### config.mk
export PLATFORM = sky130hd
export DESIGN_NAME = phy_mgmt_arbiter
export DESIGN_NICKNAME = d
export VERILOG_FILES = /design/src/rtl/phy_mgmt_arbiter.sv
export SDC_FILE = /design/constraint.sdc
export NUM_CORES = 1
export LEC_CHECK = 0
export ABC_AREA = 1
export ABC_CLOCK_PERIOD_IN_PS = 1660
export BUFFER_PORTS_ARGS = -buffer_cell sky130_fd_sc_hd__buf_2
export CAP_MARGIN = 15
export CORE_MARGIN = 5
export CORE_UTILIZATION = 46
export CTS_CLUSTER_DIAMETER = 150
export CTS_CLUSTER_SIZE = 24
export DETAILED_ROUTE_END_ITERATION = 10
export PLACE_DENSITY = 0.8
export SYNTH_ARGS = -nofsm -noshare
export SYNTH_HDL_FRONTEND = slang
export SYNTH_SLANG_ARGS = --single-unit
export TNS_END_PERCENT = 1
### constraint.sdc
create_clock -name clk -period 1.66 [get_ports clk]
set_input_delay 0.249 -clock clk [delete_from_list [all_inputs] [get_ports clk]]
set_output_delay 0.249 -clock clk [all_outputs]
set_load 0.02 [all_outputs]
### src/rtl/phy_mgmt_arbiter.sv
// phy_mgmt_arbiter
//   Shares the PHY's single Wishbone management port between an external
//   master (e.g. an MDIO bridge) and an internal poller that reads one status
//   register every POLL_PERIOD cycles and exports the link state.
//
//   Optional feature macro: PHY_MGMT_TIMEOUT_EN
//     defined   -> a granted cycle is aborted after TIMEOUT cycles without
//                  ack/err and the owner sees a one-cycle error.
//     undefined -> a grant waits indefinitely for wb_ack/wb_err.
//
// Ports
//   clk, rst                 clock (clk_125 domain), synchronous active-high reset
//   ext_cyc/stb/we/addr/data_write   external master request
//   ext_ack/err/data_read    external termination, zero unless the master owns the bus
//   wb_cyc/stb/we/addr/data_write    to the PHY management slave
//   wb_ack/err/data_read     from the PHY management slave
//   link_up, bmsr            bit LINK_BIT / full data of the last successful poll
//   poll_valid, poll_error   one-cycle pulses after a poll ends with ack / err (or timeout)
//   poll_missed              one-cycle pulse when the timer expires with a poll still pending
module phy_mgmt_arbiter #(
  parameter int         POLL_PERIOD = 125000,
  parameter logic [4:0] POLL_ADDR   = 5'd1,
  parameter int         LINK_BIT    = 2,
  parameter int         TIMEOUT     = 255
) (
  input  logic        clk,
  input  logic        rst,
  input  logic        ext_cyc,
  input  logic        ext_stb,
  input  logic        ext_we,
  input  logic [4:0]  ext_addr,
  input  logic [15:0] ext_data_write,
  output logic        ext_ack,
  output logic        ext_err,
  output logic [15:0] ext_data_read,
  output logic        wb_cyc,
  output logic        wb_stb,
  output logic        wb_we,
  output logic [4:0]  wb_addr,
  output logic [15:0] wb_data_write,
  input  logic        wb_ack,
  input  logic        wb_err,
  input  logic [15:0] wb_data_read,
  output logic        link_up,
  output logic [15:0] bmsr,
  output logic        poll_valid,
  output logic        poll_error,
  output logic        poll_missed
);

  localparam int TMW = $clog2(POLL_PERIOD);

  typedef enum logic [1:0] {IDLE, EXT, POLL} state_t;

  state_t         state, state_nxt;
  logic [TMW-1:0] timer;
  logic           poll_pending;
  logic           last_ext;     // last grant went to the external master
  logic           ext_req;
  logic           timer_zero;
  logic           to_hit;       // grant aborted this cycle for lack of a response
  logic           poll_ok, poll_fail;

  assign ext_req    = ext_cyc & ext_stb;
  assign timer_zero = (timer == '0);

`ifdef PHY_MGMT_TIMEOUT_EN
  localparam int TOW = $clog2(TIMEOUT + 1);
  logic [TOW-1:0] to_cnt;

  // Zero throughout IDLE, so it reads 0 in the first granted cycle.
  always_ff @(posedge clk) begin
    if (rst)                          to_cnt <= '0;
    else if (state == IDLE)           to_cnt <= '0;
    else if (to_cnt != TOW'(TIMEOUT)) to_cnt <= to_cnt + TOW'(1);
  end

  // A response arriving in the deadline cycle still wins.
  assign to_hit = (state != IDLE) && (to_cnt == TOW'(TIMEOUT)) && !wb_ack && !wb_err;
`else
  localparam int unused_timeout = TIMEOUT;
  assign to_hit = 1'b0;
`endif

  always_comb begin
    state_nxt     = state;
    wb_cyc        = 1'b0;
    wb_stb        = 1'b0;
    wb_we         = 1'b0;
    wb_addr       = '0;
    wb_data_write = '0;
    ext_ack       = 1'b0;
    ext_err       = 1'b0;
    ext_data_read = '0;
    poll_ok       = 1'b0;
    poll_fail     = 1'b0;
    case (state)
      IDLE: begin
        // Contention goes to whoever was not served last.
        if (ext_req && poll_pending) state_nxt = last_ext ? POLL : EXT;
        else if (poll_pending)       state_nxt = POLL;
        else if (ext_req)            state_nxt = EXT;
      end
      EXT: begin
        wb_cyc        = ext_cyc & ~to_hit;
        wb_stb        = ext_stb & ~to_hit;
        wb_we         = ext_we;
        wb_addr       = ext_addr;
        wb_data_write = ext_data_write;
        ext_ack       = wb_ack;
        ext_err       = wb_err | to_hit;
        ext_data_read = wb_data_read;
        // An abandoned cycle releases the bus immediately, without termination.
        if (!ext_cyc || wb_ack || wb_err || to_hit) state_nxt = IDLE;
      end
      POLL: begin
        wb_cyc  = ~to_hit;
        wb_stb  = ~to_hit;
        wb_addr = POLL_ADDR;
        // err dominates a simultaneous ack
        if (wb_err || to_hit) poll_fail = 1'b1;
        else if (wb_ack)      poll_ok   = 1'b1;
        if (wb_ack || wb_err || to_hit) state_nxt = IDLE;
      end
      default: state_nxt = IDLE;
    endcase
  end

  // A completing poll cancels the miss; the expiry then re-arms pending.
  assign poll_missed = timer_zero & poll_pending & ~(poll_ok | poll_fail);

  always_ff @(posedge clk) begin
    if (rst) begin
      state        <= IDLE;
      timer        <= TMW'(POLL_PERIOD - 1);
      poll_pending <= 1'b0;
      last_ext     <= 1'b0;
      link_up      <= 1'b0;
      bmsr         <= '0;
      poll_valid   <= 1'b0;
      poll_error   <= 1'b0;
    end else begin
      state <= state_nxt;
      timer <= timer_zero ? TMW'(POLL_PERIOD - 1) : timer - TMW'(1);
      if (timer_zero)                poll_pending <= 1'b1;
      else if (poll_ok || poll_fail) poll_pending <= 1'b0;
      if (state == IDLE && state_nxt != IDLE) last_ext <= (state_nxt == EXT);
      poll_valid <= poll_ok;
      poll_error <= poll_fail;
      if (poll_ok) begin
        bmsr    <= wb_data_read;
        link_up <= wb_data_read[LINK_BIT];
      end
    end
  end

endmodule

==> metrics.yaml, run 1 <==
die_h_um: 78.60
nets: 495
vias_per_cell: 4.848
wl_per_cell_um: 13.24
ios: 106
skew_ns: 0.006355
dpl_worst_slack_ns: 0.06042
setup.worst_path.class: "flip-flop to primary output"
slew_viol_final: 0
clock.fmax_ghz: 0.5866
r2r-start: "state[0]"
avgSynthCellArea_um2: 6.599
grt_pass1_wl_mm: 10.27
gp_congestion: 0.8346
setup_ws_ns: -0.04479
setup.worst_path.end_class: "primary output"
routed_wl_mm: 6.633
synth_edf_count: 0
syn_nets: 377
vias: 2429
yosysWarnings: 0
yosys.cell_count.top_type: "nand2_1"
finalNonFillerCells: 501
cts_buffers: 5
cts-root-buf: "clkbuf_8"
hold_violations: 0
postRouteAntennaNets: 0
ys_async_sr_fraction_pct: 0
yosysSeqAreaShare_pct: 36.07
min_from: "rst"
syn_inst: 328
synth_top_area_cell: "dfxtp_1"
gr-total-overflow: 0
synth_area_mm2: 0.002165
synth_commonest_cells: "79 x nand2_1, 62 x inv_1, 56 x nor2_1"
status: "finished, violations left"
grt_pass1_vias: 2395
grtUsageTotal_pct: 20.59
maxSlewHeadroom_pct: 77.30
clkLatencyLatePin_ns: 0.30
cts_tree: "yes"
crit_fanout: 4
clock_sinks: 39
violations: "setup timing"
arrival_ns: 1.46
hold_buffers: 0
clk_pin_slew_ns: 0.08
drtIter0Drc: 85
cp-start-kind: "flip-flop"
drtPass1Iterations: 4
crit_start: "timer[9]"
rsz0062_at_grt: "yes"
port_buffers: 105
initial_core_util_pct: 46.76
final_cell_area_mm2: 0.003278
p_leak_nw: 1.915
htreeDepth: 2
p_per_area_mw_per_mm2: 704.6
cts.path.max_buffers: 2
timing.final.crit_share_pct: 102.7
grt_max_degree: 20
drc_errors: 0
drv_cap: 0
synth_top_area_share_pct: 36.07
place_area_mm2: 0.002760
required_ns: 1.41
drive_above_1_share_pct: 41.39
core_mm2: 0.004629
placed_cells: 483
min_path_type: "input port to flip-flop"
antenna_found_initial: 0
dp_hpwl_mm: 4.469
die_w_um: 78.60
period_minus_slack_ns: 1.705
diodes: 0
synth-seq-cells: 39
worst_slew_pin_slew_ns: 0.3396
synthDistinctLibCells: 31
setup_viol: 3
dieArea_mm2: 0.006177
synthFlopType: "dfxtp_1"
syn2layout_area_growth_pct: 51.44
irDropWorstVdd_mv: 0.5271
synthTopCellsByArea: "dfxtp_1 36%, nand2_1 14%, inv_1 11%, nor2_1 9.7%, o21ai_0 3.9%"
rows: 25
## worst max-delay path, cell delays in order (launching register included)
cell and delay (ns):
dfxtp_1 0.37, nor2_4 0.14, nand2_2 0.10, nor2_4 0.13, nand4_1 0.10, nor3_2 0.14, buf_4 0.17
## state kept, by name (all words and copies together), names as in the netlist
| signal | flops |
|---|---|
| last_ext | 1 |
| state | 2 |
| timer | 17 |
| poll_error | 1 |
| poll_pending | 1 |
| poll_valid | 1 |
| bmsr | 16 |
## routing by layer
metal  track usage, %  part of all wire (%)  up-vias
met1            22.04                    38     1100
li1                 -                     -     1211
met3            5.849                   6.7       21
met4            8.566                   2.9        0
met2            37.52                    52       97
met5                0                     0        -
## power by group
| group | switching (mW) | internal, mW | leakage [nW] | total (mW) |
|---|---|---|---|---|
| combinational | 0.214 | 0.186 | 1.53 | 0.399 |
| sequential | 0.0106 | 0.945 | 0.317 | 0.956 |
| clock | 0.356 | 0.599 | 0.0644 | 0.955 |
| total | 0.580 | 1.73 | 1.92 | 2.31 |
## worst paths after layout
path	to	slack, ns	cells after the start
min reg2reg	last_ext	0.46	2
max	poll_missed	-0.04	6
min	state[1]	0.17	2
max reg2reg	bmsr[13]	0.14	7
## cells in the final DEF, fill, tap and decap left out, types with 2 or more instances in the layout
master     count
a21oi_1        7
a21oi_2        3
buf_2         70
buf_4         30
buf_6         16
bufinv_16      2
clkbuf_8       5
dfxtp_1       32
dfxtp_2        5
dfxtp_4        2
ha_4           4
inv_1         56
inv_2          9
nand2_1       74
nand2_2        8
nand2_4        2
nand3_1        9
nand3_2        6
nand3_4        2
nand4_1        2
nor2_1        55
nor2_2         2
nor2_4         9
o21ai_0       17
o21ai_1        3
xnor2_1        2
xor2_1         2
## per-stage QoR
stage	utilization, %	TNS (ns)	hold WS (ns)	total power, mW
after floorplan	-	0	0.3206	1.146
after global placement	59.62	0	0.3837	1.272
after detailed placement	59.62	0	0.3978	1.277
after CTS	65.81	-0.1776	0.1648	2.263
after global routing	70.81	-1.264	0.1764	2.392
final	70.81	-0.1103	0.1705	2.310
## kinds of logic after synthesis
kind of cell / after synthesis / share of synthesized area, %
fa+ha+maj: 5 / 2.890
simple gates: 174 / 38.09
flops: 39 / 36.07
buf+inv: 75 / 13.81
compound gates: 31 / 7.514
xor+xnor: 4 / 1.619
## repair_timing
action	4_1_cts	5_1_grt
setup buffers	5	3
pin swaps	4	6
resized for setup	29	60
hold endpoints to repair	0	0
endpoints found under the setup margin	42	56
cloned	1	1
## final cells by class
cell class	count	area [µm²]
repair buffers	119	828.3
well taps	54	67.56
flip-flops and latches	39	794.5
clock inverters	3	67.56
clock buffers	5	68.82
inverters	67	261.5
multi-input cells	214	1190
fillers	333	1351
(Power assumes the default switching activity.)
==> run 2, diff against run 1 <==
- CORE_ASPECT_RATIO: unset -> 1.2
==> metrics.yaml, run 2 (synthesized netlist as in run 1, its figures left out) <==
rows: 27  # +8.0%
grtUsageTotal_pct: 17.86  # -2.7 points
violations: "setup timing"
routed_wl_mm: 5.495  # -17%
setup_ws_ns: -0.01948  # +0.02531 ns
cts_tree: "yes"
largest_reg_flops: 17  # unchanged
placed_cells: 486  # +0.62%
slew_viol_final: 0  # unchanged
r2r_cells: 7  # unchanged
timing.final.crit_share_pct: 101.2  # -1.5 points
setup.worst_path.class: "flip-flop to primary output"
vias: 2290  # -5.7%
die_w_um: 72.62  # -7.6%
nets: 488  # -1.4%
final_common_cell: "buf_2"
clock.fmax_ghz: 0.5954  # +1.5%
cts_buffers: 5  # unchanged
clkLatencyLatePin_ns: 0.29  # about the same
cp_slowest_cell: "dfxtp_2"
port_buffers: 105  # unchanged
clk_pin_slew_ns: 0.07  # about the same
dp_hpwl_mm: 4.188  # -6.3%
final_cell_area_mm2: 0.002987  # -8.9%
hold_end: "state[0]"
grt_pass1_vias: 2233  # -6.8%
holdWs_ns: 0.1859  # +0.01536 ns
period_minus_slack_ns: 1.679  # -0.02531 ns
diodes: 0  # unchanged
drtPass1Iterations: 4  # unchanged
setup_viol: 1  # -2
cp-start-kind: "flip-flop"
cts.path.max_buffers: 2  # unchanged
skew_ns: 0.005820  # -0.0005346 ns
rrSetupSlack_ns: 0.17  # +0.03 ns
gp_congestion: 0.7930  # -5.0%
gr-total-overflow: 0  # unchanged
htreeDepth: 2  # unchanged
core_mm2: 0.004594  # -0.76%
regMostFlops: "timer"
p_leak_nw: 1.819  # -5.0%
syn2layout_area_growth_pct: 37.98
ios: 106  # unchanged
grt_max_degree: 26  # +30%
required_ns: 1.41  # about the same
hold_violations: 0  # unchanged
r2r-start: "state[0]"
rsz0062_at_grt: "yes"
min_path_cells: 2  # unchanged
p_per_area_mw_per_mm2: 638.5  # -9.4%
dieArea_mm2: 0.006183  # about the same
grt_pass1_wl_mm: 9.080  # -12%
p_total_mw: 1.907  # -17%
arrival_ns: 1.43  # -0.03 ns
die_h_um: 85.15  # +8.3%
tns_ns: -0.01948  # +0.09085 ns
drive_above_1_share_pct: 37.05  # -4.3 points
vias_per_cell: 4.598  # -5.2%
min_from: "rst"
status: "finished, violations left"
regArea_um2: 784.5  # -1.3%
crit_fanout: 3  # -1
wl_per_cell_um: 11.03  # -17%
final_cell_mix: "81 x buf_2, 77 x nand2_1, 59 x inv_1, 56 x nor2_1, 36 x dfxtp_1"
cts-root-buf: "clkbuf_8"
worst-path-buf-inv: 2  # +1
postRouteAntennaNets: 0  # unchanged
path_delay_family: "simple AND/OR/NAND/NOR gates"
finalNonFillerCells: 498  # -0.60%
regToRegEndpoint: "bmsr[1]"
drc_errors: 0  # unchanged
irDropWorstVdd_mv: 0.5440  # +3.2%
multi_input_area_mm2: 0.001135  # -4.6%
place_area_mm2: 0.002758  # about the same
setup.worst_path.end_class: "primary output"
drtIter0Drc: 105  # +24%
n_fill_cell: 402  # +21%
worst_slew_pin_slew_ns: 0.3393  # -0.0003304 ns
antenna_found_initial: 0  # unchanged
initial_core_util_pct: 47.11  # +0.36 points
largestRegisters: "timer x17, bmsr x16, state x2"
cpPeakStageDelay_ns: 0.35  # -0.02 ns
drv_cap: 0  # unchanged
min_path_type: "input port to flip-flop"
maxSlewHeadroom_pct: 77.33  # about the same
clock_sinks: 39  # unchanged
crit_chain: "inv_1, ha_2, nand2_2, nand2_1, nor3_2, buf_4"
==> run 2: cell types whose count changed in the layout (fill, tap and decap cells not counted), moves of 3 or more <==
cell     before  now
buf_6        16    0
buf_2        70   81
dfxtp_1      32   36
inv_1        56   59
nand2_1      74   77
==> run 2: power breakdown <==
part | total [mW] | internal (mW) | switching [mW]
clock | 0.624 | 0.294 | 0.331
sequential | 0.955 | 0.947 | 0.00859
combinational | 0.327 | 0.136 | 0.191
==> run 2: area by class of cell <==
class	instances	area share (%)
Clock buffer	6	2.430
Clock inverter	2	0.4189
Inverter	67	8.672
Multi-Input combinational cell	214	38.00
Sequential cell	39	26.27
Tap cell	58	2.430
Timing Repair Buffer	112	21.78
==> run 2: timing repair <==
action | 4_1_cts | 5_1_grt
hold buffers | 0 | 0
buffers inserted | 4 | 0
setup endpoints to repair | 43 | 46
gates resized for setup | 16 | 24
pin swaps | 2 | 0
==> run 2: how the worst max path moves through the flow <==
| stage | startpoint | end | slack (ns) | depth (start not counted) |
|---|---|---|---|---|
| final | state[0] | poll_missed | -0.02 | 6 |
| after global routing | timer[0] | poll_missed | -0.12 | 7 |
| after CTS | timer[0] | poll_missed | -0.03 | 7 |
| after detailed placement | state[0] | bmsr[2] | 0.1 | 7 |
| after global placement | state[0] | bmsr[0] | 0.12 | 7 |
| after floorplan | timer[0] | poll_missed | 0.10 | 6 |
==> run 2: routing by layer <==
metal | global-route usage (%) | up-vias | routed length [µm]
li1 | - | 1197 | -
met1 | 20.14 | 1020 | 2265
met2 | 31.86 | 66 | 2821
met3 | 4.147 | 7 | 317
met4 | 6.879 | 0 | 91
met5 | 0 | - | 0
==> run 2: metrics by stage <==
stage                     util [%]  setup WS, ns
after floorplan                  -        0.1033
after global placement       60.02        0.1205
after detailed placement     60.02       0.09641
after CTS                    63.75      -0.02796
after global routing         65.01       -0.1167
final                        65.01      -0.01948
